**src/rtl/fsm_trace_buffer.sv**
```systemverilog
// Transition tracer for an FSM state code: each change of the observed state is
// queued as {prev_state, new_state, timestamp} in a show-ahead FIFO drained by a sink.
module fsm_trace_buffer #(
  parameter int NAME    = 0,
  parameter int STATE_W = 4,
  parameter int TS_W    = 16,
  parameter int DEPTH   = 8
) (
  input  logic                      aclk,
  input  logic                      srst,
  input  logic                      en,
  input  logic [STATE_W-1:0]        state_in,
  output logic                      out_valid,
  input  logic                      out_ready,
  output logic [2*STATE_W+TS_W-1:0] out_data,
  output logic [31:0]               out_name,
  output logic                      full,
  output logic [7:0]                drop_cnt
);

  localparam int AW = $clog2(DEPTH);
  localparam int EW = 2*STATE_W + TS_W;

  logic [TS_W-1:0]    ts_reg;
  logic [STATE_W-1:0] last_state_reg;
  logic [AW-1:0]      rd_ptr_reg;
  logic [AW-1:0]      wr_ptr_reg;
  logic [AW:0]        count_reg;
  logic [AW:0]        count_next;
  logic [7:0]         drop_reg;
  logic [EW-1:0]      mem [DEPTH];

  logic push_req;
  logic pop;
  logic push;

  assign out_valid = (count_reg != '0);
  assign full      = (count_reg == (AW+1)'(DEPTH));
  assign out_data  = mem[rd_ptr_reg];
  assign out_name  = 32'(NAME);
  assign drop_cnt  = drop_reg;

  // A pop frees a slot in the same cycle, so a full FIFO still accepts a push.
  always_comb begin
    push_req = en && (state_in != last_state_reg);
    pop      = out_valid && out_ready;
    push     = push_req && (!full || pop);
  end

  always_comb begin
    count_next = count_reg;
    if (push && !pop) begin
      count_next = count_reg + (AW+1)'(1);
    end else if (!push && pop) begin
      count_next = count_reg - (AW+1)'(1);
    end
  end

  always_ff @(posedge aclk) begin
    if (srst) begin
      ts_reg         <= '0;
      last_state_reg <= '0;
      rd_ptr_reg     <= '0;
      wr_ptr_reg     <= '0;
      count_reg      <= '0;
      drop_reg       <= '0;
    end else begin
      ts_reg    <= ts_reg + TS_W'(1);
      count_reg <= count_next;
      // Tracks the sampled state even when the event is dropped.
      if (en) begin
        last_state_reg <= state_in;
      end
      if (pop) begin
        rd_ptr_reg <= rd_ptr_reg + AW'(1);
      end
      if (push) begin
        wr_ptr_reg <= wr_ptr_reg + AW'(1);
      end
      if (push_req && !push && (drop_reg != 8'hFF)) begin
        drop_reg <= drop_reg + 8'd1;
      end
    end
  end

  // Storage has no reset; occupancy is governed solely by count_reg.
  always_ff @(posedge aclk) begin
    if (push && !srst) begin
      mem[wr_ptr_reg] <= {last_state_reg, state_in, ts_reg};
    end
  end

endmodule

```
**config.mk**
```make
export PLATFORM = sky130hd
export DESIGN_NAME = fsm_trace_buffer
export DESIGN_NICKNAME = d
export VERILOG_FILES = /design/src/rtl/fsm_trace_buffer.sv
export SDC_FILE = /design/constraint.sdc
export NUM_CORES = 1
export LEC_CHECK = 0
export ABC_AREA = 1
export BUFFER_PORTS_ARGS = -buffer_cell sky130_fd_sc_hd__buf_2
export CAP_MARGIN = 20
export CORE_ASPECT_RATIO = 0.6
export CORE_MARGIN = 2
export CORE_UTILIZATION = 35
export DETAILED_ROUTE_END_ITERATION = 12
export GPL_TIMING_DRIVEN = 0
export PLACE_DENSITY = 0.58
export SETUP_SLACK_MARGIN = 0.4
export SLEW_MARGIN = 25
export SYNTH_ARGS = -nofsm -noshare
export SYNTH_HDL_FRONTEND = slang
export SYNTH_SLANG_ARGS = --single-unit
```
**constraint.sdc**
```tcl
create_clock -name aclk -period 4.1 [get_ports aclk]
set_input_delay 0.82 -clock aclk [delete_from_list [all_inputs] [get_ports aclk]]
set_output_delay 0.82 -clock aclk [all_outputs]
set_load 0.02 [all_outputs]
```
==> flow_summary.json <==
{
  "status": "completed",
  "fmax_ghz": 0.317,
  "grt_pass1_wl_mm": 37.3,
  "yosysMostFrequentCell": "edfxtp_1",
  "grt_overflow": 0,
  "insertion_delay_ns": 0.53,
  "clock_skew_ns": 0.0194,
  "numClockSinks": 233,
  "rsz0062_at_grt": "no",
  "synthMuxAreaShare_pct": 0,
  "met3_usage_pct": 3.08,
  "io_pins": 74,
  "synth-xor-area-share_pct": 0.722,
  "n_antenna_cell": 0,
  "tightest_slew_ns": 0.669,
  "end_kind": "primary output",
  "synth_ff_type": "edfxtp_1",
  "ys_seq_elements": 233,
  "post_cts_buffers": 0,
  "start_util_pct": 35.4,
  "path_clk_slew_ns": 0.06,
  "synth_cell_type_count": 34,
  "post-route-min-period_ns": 3.15,
  "drtAntennaViolNets": 0,
  "cts_root_buf": "clkbuf_16",
  "seq_area_frac_synth_pct": 67.9,
  "vias": 6608,
  "yosys-top-cells-area": "edfxtp_1 (59%), dfxtp_1 (8.5%), nor2_1 (6.7%), nand2_1 (5.1%), o32ai_1 (4.3%)",
  "drt-initial-drc-count": 584,
  "cts_max_level": 1,
  "synth_compound_area_share_pct": 9.36,
  "critical-path-max-stage-delay_ns": 0.56,
  "netlist_instances": 853,
  "antenna_found_initial": 0,
  "whs_ns": 0.448,
  "dp_hpwl_mm": 16.7,
  "die_x_um": 219,
  "period_share_pct": 76.9,
  "ys_warn_count": 0,
  "worst_r2r_startpoint": "last_state_reg[0]",
  "drv_slew": 0,
  "hold_buffers": 0,
  "grt_pass1_vias": 6164,
  "synth_top_area_share_pct": 59.4,
  "maxCapViolCount": 0,
  "worstPathMaxFanout": 10,
  "largest_register_ffs": 192,
  "ff2ff_setup_slack_ns": 1.37,
  "drc": 0,
  "cts_resized": 0,
  "drive_above_1_share_pct": 17.1,
  "reg2reg_to": "count_reg[3]",
  "nNetsFinal": 985,
  "ir_drop_mv": 0.242,
  "hp-start": "rd_ptr_reg[2]",
  "tritoncts": "yes",
  "place_congestion": 0.812,
  "die_h_um": 133,
  "yosysTopAreaCell": "edfxtp_1",
  "die-area_mm2": 0.0291,
  "crit_family": "buffers and inverters",
  "synth_simple_gate_area_share_pct": 14.7,
  "synth_fa_ha_area_share_pct": 1.11,
  "coreArea_mm2": 0.0274,
  "wl_per_cell_um": 18.1,
  "hold_viol": 0,
  "synth_commonest_cells": "edfxtp_1 (192), nor2_1 (173), nand2_1 (132)",
  "use_met2_pct": 23.8,
  "routed_wl_mm": 24.5,
  "cts_inserted_buffers": 22,
  "globalRouteTotalUtil_pct": 17.1,
  "crit_type": "reg -> out",
  "setup-violations-final": 0,
  "startpoint_type": "register",
  "top_usage_layer": "met1",
  "ys_async_sr_fraction_pct": 0,
  "routed_via_density": 4.89,
  "slew-limit-headroom_pct": 55.4,
  "syn2layout_area_growth_pct": 18.7,
  "cts.path.max_buffers": 3,
  "dr.pass1.iters": 5,
  "use_met1_pct": 27.3,
  "num_rows": 47,
  "synth_top_family_by_area": "simple AND/OR/NAND/NOR gates",
  "netlist_area_mm2": 0.00971,
  "hold_depth": 1,
  "crit_slowest_cell": "clkbuf_1",
  "hold_class": "reg -> reg",
  "reg2reg_depth": 16,
  "post-route-util_pct": 42.1,
  "synth-edff-count": 192,
  "p_leak_uw": 0.00428,
  "synth.avg_cell_area_um2": 11.4,
  "crit_chain": "clkbuf_1 > inv_1 > clkbuf_1 > nand2_1 > nand2_1 > buf_2",
  "portBuffers": 41,
  "cp_num_buf_inv": 4,
  "cp_data_required_time_ns": 3.28,
  "grt_max_degree": 17,
  "powerDensity_mw_per_mm2": 563,
  "crit_arrival_ns": 2.33
}
==> worst max-delay path by stage <==
stage,to,slack [ns],startpoint,cells past startpoint
3_5_place_dp,count_reg[3],0.86,state_in[0],17
5_1_grt,out_data[7],0.83,register,6
3_3_place_gp,mem[0][16],-1.77,state_in[0],10
4_1_cts,out_data[7],0.92,register,6
2_1_floorplan,mem[4][0],0.54,state_in[1],9
6_report,out_data[7],0.95,register,6
==> cells by family after synthesis <==
| logic type | Yosys count |
|---|---|
| AOI/OAI and AO/OA | 145 |
| adders and majority gates | 8 |
| DFF | 233 |
| other | 1 |
| xor gates and xnor gates | 8 |
| buffers and inverters | 112 |
| and+or+nand+nor | 346 |
==> stage by stage <==
step,cell area (um2),setup slack [ns],cells,power (uW),setup TNS (ns)
floorplan,9820,0.542,884,3790,0
global placement,10500,-1.77,1292,4320,-178.67
detailed placement,10800,0.865,1312,4360,0
CTS,11500,0.923,1352,6540,0
global route,11500,0.830,1352,6800,0
finish,11500,0.948,1352,6490,0
==> report_power, final <==
group	leakage (uW)	internal [uW]	total [uW]	switching, uW
combinational	0.00182	524	1630	1100
sequential	0.00210	2620	2680	59.5
clock	0.000368	1300	2180	878
total	0.00428	4450	6490	2040
==> cells in the final DEF, fill, tap and decap left out, drive strengths merged <==
| cell | count |
|---|---|
| a21oi | 30 |
| and2 | 1 |
| buf | 117 |
| bufinv | 5 |
| clkbuf | 43 |
| clkinv | 9 |
| conb | 32 |
| dfxtp | 41 |
| edfxtp | 192 |
| fa | 1 |
| ha | 7 |
| inv | 39 |
| nand2 | 135 |
| nand3 | 14 |
| nand3b | 1 |
| nand4 | 5 |
| nor2 | 179 |
| nor3 | 9 |
| nor3b | 1 |
| o21ai | 66 |
| o21bai | 1 |
| o32ai | 48 |
| or2 | 1 |
| xnor2 | 1 |
| xor2 | 7 |
==> per-layer routing <==
| layer | part of all wire [%] | up-vias |
|---|---|---|
| met4 | 1.7 | 0 |
| met5 | 0 | - |
| met3 | 7.2 | 34 |
| li1 | - | 3159 |
| met1 | 51 | 3195 |
| met2 | 41 | 220 |
==> worst register-to-register path, delay by kind of cell, from the launching register on <==
family,cells,cell delay (ns)
AND/OR/NAND/NOR,9,0.89
AO/OA/AOI/OAI,2,0.42
flip-flops,1,0.55
adder cells (fa/ha/maj),2,0.47
buffers and inverters,3,0.30
==> cell type report <==
class	instances	area [um2]
fill	2612	15900
tap	367	459
clock buffer	26	566
multi-input combinational	539	2690
timing repair buffer	61	430
sequential	233	6590
clock inverter	14	198
buffer	73	454
inverter	39	146
No activity file was read; power rests on OpenSTA's default activity.
